[config.mk]
export PLATFORM = sky130hd
export DESIGN_NAME = prefix_adder_backend_flat
export DESIGN_NICKNAME = d
export VERILOG_FILES = /design/src/rtl/prefix_adder_backend_if.sv /design/src/rtl/prefix_adder_backend.sv /design/src/flat_wrapper.sv
export SDC_FILE = /design/constraint.sdc
export NUM_CORES = 2
export LEC_CHECK = 0
export ABC_AREA = 0
export ABC_CLOCK_PERIOD_IN_PS = 25000
export BUFFER_PORTS_ARGS = -buffer_cell sky130_fd_sc_hd__buf_2
export CAP_MARGIN = 40
export CORE_MARGIN = 10
export CORE_UTILIZATION = 52
export DETAILED_ROUTE_END_ITERATION = 10
export GPL_TIMING_DRIVEN = 0
export PLACE_DENSITY = 0.73
export REMOVE_ABC_BUFFERS = 1
export SLEW_MARGIN = 15
export SYNTH_ARGS = -nofsm -noshare
export SYNTH_HDL_FRONTEND = slang
export SYNTH_SLANG_ARGS = --single-unit
export TNS_END_PERCENT = 30
[constraint.sdc]
create_clock -name clk -period 25 [get_ports clk]
set_input_delay 1.25 -clock clk [delete_from_list [all_inputs] [get_ports clk]]
set_output_delay 1.25 -clock clk [all_outputs]
set_load 0.05 [all_outputs]
[src/rtl/prefix_adder_backend_if.sv]
// ---------------------------------------------------------------------------
// prefix_adder_backend_if
// Operand and result handshake bundle for prefix_adder_backend.
//
// Both channels use the same valid/ready rule. The source raises valid and
// holds its payload stable until it sees valid & ready at a rising edge. The
// sink may raise or lower ready at any time. A transfer happens on exactly the
// edges where valid & ready are both high.
//
// Signals
//   in_valid / in_ready            operand channel handshake
//   in_a, in_b [WIDTH]             operand pair
//   in_tag [TAGW]                  user tag returned with the result
//   out_valid / out_ready          result channel handshake
//   out_sum [WIDTH], out_cout      a+b and carry out
//   out_tag [TAGW]                 tag of the result
// Modports
//   slave   the adder back end (consumes operands, produces results)
//   master  the environment (produces operands, consumes results)
// ---------------------------------------------------------------------------
interface prefix_adder_backend_if #(
    parameter int WIDTH = 64,
    parameter int TAGW  = 4
);
    logic             in_valid;
    logic             in_ready;
    logic [WIDTH-1:0] in_a;
    logic [WIDTH-1:0] in_b;
    logic [TAGW-1:0]  in_tag;
    logic             out_valid;
    logic             out_ready;
    logic [WIDTH-1:0] out_sum;
    logic             out_cout;
    logic [TAGW-1:0]  out_tag;

    modport slave (
        input  in_valid, in_a, in_b, in_tag, out_ready,
        output in_ready, out_valid, out_sum, out_cout, out_tag
    );

    modport master (
        output in_valid, in_a, in_b, in_tag, out_ready,
        input  in_ready, out_valid, out_sum, out_cout, out_tag
    );
endinterface

[src/rtl/prefix_adder_backend.sv]
// ---------------------------------------------------------------------------
// prefix_adder_backend
// Front end and back end around a non-stallable pipelined parallel-prefix
// adder core. Operands are encoded into per-bit kill/generate/propagate pairs
// for the core. A shadow pipe carries each operation's valid bit, its
// propagate vector and its tag alongside the core. When an operation leaves
// the core, its resolved carries are recombined into sum/cout and written
// into a show-ahead result FIFO. Issue credits equal to the FIFO depth mean
// the core can never deliver a result that has no FIFO slot.
//
// Ports
//   clk                    rising-edge clock
//   reset                  asynchronous active-high reset
//   bus (slave)            operand and result handshakes
//   kgp_to_core            encoded operands, pair [2i+1:2i] per bit:
//                          G=11, K=00, P=01
//   kgp_from_core          resolved core output, LAT cycles after input
//   o_dbg_credits          current issue-credit count
//   o_dbg_core_unresolved  high when a valid op leaves the core with any pair
//                          still in the P state
// ---------------------------------------------------------------------------
module prefix_adder_backend #(
    parameter int WIDTH = 64,
    parameter int LAT   = 5,
    parameter int DEPTH = 8,
    parameter int TAGW  = 4
) (
    input  logic                         clk,
    input  logic                         reset,
    prefix_adder_backend_if.slave        bus,
    output logic [2*WIDTH-1:0]           kgp_to_core,
    input  logic [2*WIDTH-1:0]           kgp_from_core,
    output logic [$clog2(DEPTH+1)-1:0]   o_dbg_credits,
    output logic                         o_dbg_core_unresolved
);
    localparam int CW = $clog2(DEPTH + 1);
    localparam int PW = (DEPTH > 1) ? $clog2(DEPTH) : 1;

    // Handshake qualifiers
    logic             w_fire;
    logic             w_pop;
    logic             w_push;
    logic             w_empty;
    logic             w_full;

    // Credits and FIFO bookkeeping
    logic [CW-1:0]    r_credits;
    logic [CW-1:0]    r_count;
    logic [PW-1:0]    r_wr_ptr;
    logic [PW-1:0]    r_rd_ptr;

    // Shadow pipe, one entry per core register stage
    logic [LAT-1:0]   r_sh_vld;
    logic [WIDTH-1:0] r_sh_p   [LAT];
    logic [TAGW-1:0]  r_sh_tag [LAT];

    // Result recombination
    logic [WIDTH:0]   w_carry;
    logic             w_unres;
    logic [WIDTH-1:0] w_sum;
    logic             w_cout;

    // FIFO storage
    logic [WIDTH-1:0] r_mem_sum  [DEPTH];
    logic             r_mem_cout [DEPTH];
    logic [TAGW-1:0]  r_mem_tag  [DEPTH];

    function automatic logic [PW-1:0] ptr_inc(input logic [PW-1:0] p);
        return (p == PW'(DEPTH - 1)) ? '0 : p + PW'(1);
    endfunction

    // in_ready depends only on the registered credit count, so there is no
    // combinational path from out_ready back to in_ready.
    assign bus.in_ready = (r_credits != '0);
    assign w_fire       = bus.in_valid & bus.in_ready;
    assign w_empty      = (r_count == '0);
    assign w_full       = (r_count == CW'(DEPTH));
    assign w_pop        = ~w_empty & bus.out_ready;
    assign w_push       = r_sh_vld[LAT-1];

    assign o_dbg_credits = r_credits;

    // Operand encoding: bit 1 = a&b (generate), bit 0 = a|b. This yields
    // G=11, K=00 and P=01 directly. Carry-in is implicitly zero.
    always_comb begin
        kgp_to_core = '0;
        for (int i = 0; i < WIDTH; i++) begin
            kgp_to_core[2*i+1] = bus.in_a[i] & bus.in_b[i];
            kgp_to_core[2*i]   = bus.in_a[i] | bus.in_b[i];
        end
    end

    // Every core position resolves to K or G. The high bit of pair i is the
    // carry into bit i+1. Both bits of a pair must agree; any disagreement is
    // flagged on the debug output.
    always_comb begin
        w_carry = '0;
        w_unres = 1'b0;
        for (int i = 0; i < WIDTH; i++) begin
            w_carry[i+1] = kgp_from_core[2*i+1];
            w_unres      = w_unres | (kgp_from_core[2*i+1] ^ kgp_from_core[2*i]);
        end
    end

    assign w_sum                 = r_sh_p[LAT-1] ^ w_carry[WIDTH-1:0];
    assign w_cout                = w_carry[WIDTH];
    assign o_dbg_core_unresolved = r_sh_vld[LAT-1] & w_unres;

    // Shadow pipe. Stage 0 loads on every edge, so idle cycles carry vld=0.
    // Whatever the core emits for those slots is discarded.
    always_ff @(posedge clk or posedge reset) begin
        if (reset) begin
            r_sh_vld <= '0;
            for (int s = 0; s < LAT; s++) begin
                r_sh_p[s]   <= '0;
                r_sh_tag[s] <= '0;
            end
        end else begin
            r_sh_vld[0] <= w_fire;
            r_sh_p[0]   <= bus.in_a ^ bus.in_b;
            r_sh_tag[0] <= bus.in_tag;
            for (int s = 1; s < LAT; s++) begin
                r_sh_vld[s] <= r_sh_vld[s-1];
                r_sh_p[s]   <= r_sh_p[s-1];
                r_sh_tag[s] <= r_sh_tag[s-1];
            end
        end
    end

    // Credits: one per FIFO slot. An op gives up its credit when it issues
    // and gets it back when its result is popped.
    always_ff @(posedge clk or posedge reset) begin
        if (reset) begin
            r_credits <= CW'(DEPTH);
        end else if (w_fire && !w_pop) begin
            r_credits <= r_credits - CW'(1);
        end else if (!w_fire && w_pop) begin
            r_credits <= r_credits + CW'(1);
        end
    end

    // Result FIFO. Storage is cleared on reset so the outputs read 0 until
    // the first result arrives.
    always_ff @(posedge clk or posedge reset) begin
        if (reset) begin
            r_wr_ptr <= '0;
            r_rd_ptr <= '0;
            r_count  <= '0;
            for (int k = 0; k < DEPTH; k++) begin
                r_mem_sum[k]  <= '0;
                r_mem_cout[k] <= 1'b0;
                r_mem_tag[k]  <= '0;
            end
        end else begin
            if (w_push) begin
                r_mem_sum[r_wr_ptr]  <= w_sum;
                r_mem_cout[r_wr_ptr] <= w_cout;
                r_mem_tag[r_wr_ptr]  <= r_sh_tag[LAT-1];
                r_wr_ptr             <= ptr_inc(r_wr_ptr);
            end
            if (w_pop) begin
                r_rd_ptr <= ptr_inc(r_rd_ptr);
            end
            if (w_push && !w_pop) begin
                r_count <= r_count + CW'(1);
            end else if (!w_push && w_pop) begin
                r_count <= r_count - CW'(1);
            end
        end
    end

    assign bus.out_valid = ~w_empty;
    assign bus.out_sum   = r_mem_sum[r_rd_ptr];
    assign bus.out_cout  = r_mem_cout[r_rd_ptr];
    assign bus.out_tag   = r_mem_tag[r_rd_ptr];

    // A push into a full FIFO is only legal when a pop happens on the same edge.
    a_no_overflow: assert property (@(posedge clk) disable iff (reset)
        !(w_push && w_full && !w_pop));

    // Every credit is in exactly one place: free, in flight, or queued.
    a_credit_conservation: assert property (@(posedge clk) disable iff (reset)
        ($countones(r_sh_vld) + int'(r_count) + int'(r_credits)) == DEPTH);

endmodule

[src/flat_wrapper.sv]
// flat-port wrapper written by rule: the top's interface ports become plain ports
module prefix_adder_backend_flat 
#(
    parameter int WIDTH = 64,
    parameter int LAT   = 5,
    parameter int DEPTH = 8,
    parameter int TAGW  = 4
)
  (clk, reset, kgp_to_core, kgp_from_core, o_dbg_credits, o_dbg_core_unresolved, bus_in_valid, bus_in_a, bus_in_b, bus_in_tag, bus_out_ready, bus_in_ready, bus_out_valid, bus_out_sum, bus_out_cout, bus_out_tag);
  prefix_adder_backend_if #(.WIDTH(WIDTH), .TAGW(TAGW)) bus_i ();
  input  logic clk;
  input  logic reset;
  output logic [2*WIDTH-1:0] kgp_to_core;
  input  logic [2*WIDTH-1:0] kgp_from_core;
  output logic [$clog2(DEPTH+1)-1:0] o_dbg_credits;
  output logic o_dbg_core_unresolved;
  input wire logic [$bits(bus_i.in_valid)-1:0] bus_in_valid;
  input wire logic [$bits(bus_i.in_a)-1:0] bus_in_a;
  input wire logic [$bits(bus_i.in_b)-1:0] bus_in_b;
  input wire logic [$bits(bus_i.in_tag)-1:0] bus_in_tag;
  input wire logic [$bits(bus_i.out_ready)-1:0] bus_out_ready;
  output wire logic [$bits(bus_i.in_ready)-1:0] bus_in_ready;
  output wire logic [$bits(bus_i.out_valid)-1:0] bus_out_valid;
  output wire logic [$bits(bus_i.out_sum)-1:0] bus_out_sum;
  output wire logic [$bits(bus_i.out_cout)-1:0] bus_out_cout;
  output wire logic [$bits(bus_i.out_tag)-1:0] bus_out_tag;
  assign bus_i.in_valid = bus_in_valid;
  assign bus_i.in_a = bus_in_a;
  assign bus_i.in_b = bus_in_b;
  assign bus_i.in_tag = bus_in_tag;
  assign bus_i.out_ready = bus_out_ready;
  assign bus_in_ready = bus_i.in_ready;
  assign bus_out_valid = bus_i.out_valid;
  assign bus_out_sum = bus_i.out_sum;
  assign bus_out_cout = bus_i.out_cout;
  assign bus_out_tag = bus_i.out_tag;
  prefix_adder_backend #(.WIDTH(WIDTH), .LAT(LAT), .DEPTH(DEPTH), .TAGW(TAGW)) u_core (.clk(clk), .reset(reset), .bus(bus_i), .kgp_to_core(kgp_to_core), .kgp_from_core(kgp_from_core), .o_dbg_credits(o_dbg_credits), .o_dbg_core_unresolved(o_dbg_core_unresolved));
endmodule
==> results.md <==
- Final Cycle Share: 18.3%
- Final wirelength: 83500 um
- GR Layer Usage met2: 34.8%
- Post-synth EDFFs: 0
- Worst-path clk slew: 60 ps
- Input/output buffers: 467
- Crit Path Category: in -> out
- Max FO, Critical Path: 9
- Max-slew violations: 0
- Post_cts resized: 0
- Pleak: 19.4 nW
- Placer's final routability congestion estimate: 0.722
- Mean post-synth cell area: 12.7 um^2
- Clk_lat worst skew: 650 ps
- Row count: 97
- Critical path's top delay family: simple AND/OR/NAND/NOR gates
- Max IR drop VDD: 0.0463 mV
- Seq/Total Area, Yosys: 62.5%
- Post-CTS Hold Fix Bufs: 0
- M1 GR Usage: 26.6%
- CTS Sinks: 911
- Share of cells above drive strength 1: 28.5%
- Total number of vias: 22719
- Setup TNS: 0 ps
- Final min period: 4580 ps
- Hold endpoint: u_core.r_sh_p[244]
- Area of the mapped netlist: 36500 um^2
- Run status: finished clean
- DPL Wire Length: 57400 um
- Predominant post-synthesis flop cell: dfrtp_1
- Fin Hold WS: 334 ps
- Non-Filler Instances: 4361
- Placed cell count: 4193
- Crit end category: primary output
- Worst r2r src: u_core.r_count[0]
- Io pins: 468
- Hold Crit Depth: 0
- Buf+Inv Stages, Crit Path: 2
- Initial antenna violation count: 4
- Ys Warns: 0
- H-tree Lvls: 3
- Final nets: 3750
- Vias/cell: 5.21
- Setup slack, reg-to-reg: 22260 ps
- Number of DRC markers in iteration 0: 1473
- Drt first pass iters: 5
- CTS tree: built
- All-layer global routing usage: 20.7%
- Global-route wire length before repair: 134000 um
- Unrepaired setup endpoints after global routing: false
- CTS buffer count: 91
- Final hold violation count: 0
- Die width: 285 um
- Hold Path Origin: u_core.r_sh_p[308]
- Global route hottest layer: met2
- Area Growth Syn to Fin: 20.1%
- Slowest-stage cell, CP: nor4_1
- CP cell instances: buf_2 -> xnor2_1 -> nand4_1 -> nor4_1 -> nand2_1 -> o31a_1 -> buf_2
- DRT antenna net count: 0
- Flops & latches, synth: 911
- Post-layout util: 62.8%
- Pin count of the biggest net entering global routing: 114
- Setup Buffers After CTS: 0
- HP Class: reg -> reg
- GR Overflow Total: 0
- Starting Density: 52.3%
- Largest stage delay, worst path: 520 ps
- CP Launch Type: input pin
- Die height: 285 um
- Worst r2r dst: u_core.r_count[3]
- Required @ worst endpoint: 23750 ps
- Final count of negative-setup-slack endpoints: 0
- Post-Synthesis Cells: 2861
- Met3 usage: 5.10%
- Worst rel slew slack: 48.2%
- Most frequent CP cell: buf_2
- F_max: 0.218 GHz
- Core Box Area: 69800 um^2
- DRC: 0
- Worst slew pin tran: 772 ps
- Wirelength per Cell: 19.1 um
- Total of max-cap violations: 0
- Skew final: 25.7 ps
- Cell Pwr Density: 71.9 nW/um^2
- Max Buffers Root-to-Sink: 3
- Critical Path AT: 3330 ps
- Synth cell types: 33
- CTS root buffer: clkbuf_16
- R2R depth: 10
- Die area: 81100 um^2
- FFs w/ async S/R, synth: 100%
- Number of global-route vias before repair: 24320
## report_power, final
part           leakage, nW  internal [mW]  switching (mW)  total, mW
sequential            9.29           1.53          0.0182       1.55
clock                 1.56          0.833           0.578       1.41
combinational         8.59         0.0511           0.139      0.190
total                 19.4           2.41           0.735       3.15
## cells in the final DEF (no fill, tap or decap), drive strengths merged, types with 2 or more instances in the layout
cell type | Yosys | layout
dfrtp | 910 | 910
buf | 69 | 547
nand2 | 259 | 259
o21ai | 256 | 256
nor2 | 254 | 254
a21oi | 254 | 254
inv | 198 | 201
mux4 | 138 | 138
ha | 138 | 138
clkbuf | 87 | 122
mux2 | 121 | 121
xnor2 | 100 | 100
xor2 | 35 | 35
clkinv | 0 | 28
nand4 | 12 | 12
nor4 | 10 | 10
bufinv | 0 | 9
clkinvlp | 0 | 4
nor3 | 4 | 4
a21o | 3 | 3
diode | 0 | 2
nand2b | 2 | 2
or4 | 2 | 2
fa | 2 | 2
## kinds of logic (layout without fill, tap and decap cells)
family,count (synthesis),after routing,synth area share (%)
multiplexers,259,259,12.3
AND/OR/NAND/NOR,547,547,5.92
XOR/XNOR,135,135,3.24
other,0,2,0
flip-flops,911,911,62.5
buffers and inverters,354,912,4.09
AO/OA/AOI/OAI,515,515,7.10
adder cells (fa/ha/maj),140,140,4.84
## flip-flops by register name, indices dropped and copies added, names as in the netlist
signal / count
u_core.r_mem_cout: 8
u_core.r_wr_ptr: 3
u_core.r_mem_sum: 512
u_core.r_count: 4
u_core.r_sh_tag: 20
u_core.r_mem_tag: 32
u_core.r_sh_vld: 5
u_core.o_dbg_credits: 4
u_core.r_rd_ptr: 3
u_core.r_sh_p: 320
## synthesized netlist by cell type (all sizes together), types with 10 or more instances
cell    count  area share (%)
ha        138             4.7
mux2      121             3.8
nor4       10            0.17
inv       198             2.0
nor2      254             2.6
dfrtp     910              62
mux4      138             8.5
buf        69             1.2
o21ai     256             3.5
xor2       35            0.84
xnor2     100             2.4
clkbuf     87            0.90
nand2     259             2.7
nand4      12            0.21
a21oi     254             3.5
## worst max-delay path by stage
stage	startpoint	end	cells past startpoint
after global routing	kgp_from_core[73]	o_dbg_core_unresolved	7
after detailed placement	kgp_from_core[127]	o_dbg_core_unresolved	7
after global placement	reset	u_core.r_sh_tag[0]	2
final	kgp_from_core[127]	o_dbg_core_unresolved	7
after CTS	kgp_from_core[127]	o_dbg_core_unresolved	7
after floorplan	reset	u_core.o_dbg_credits[0]	1
## layer usage
layer / up-vias / wire, um
met5: - / 13
li1: 10566 / -
met3: 111 / 5590
met1: 11453 / 34900
met4: 2 / 1600
met2: 587 / 41400
## metrics by stage
stage               cell area, um^2  total power [mW]  setup slack [ps]
detailed placement            40600              1.77             20240
floorplan                     35700              1.69             -1860
global route                  43800              3.27             20300
CTS                           43800              3.18             20240
finish                        43800              3.15             20420
global placement              39200              1.76            -10880
## layout make-up
class	count	area [um^2]
tap	940	1180
antenna	2	5.00
inverter	198	751
clock inverter	44	539
fill	5254	26000
clock buffer	122	2620
timing repair buffer	548	3700
sequential	911	22800
multi-input combinational	1596	12200
Power figures use the tool's default switching activity.
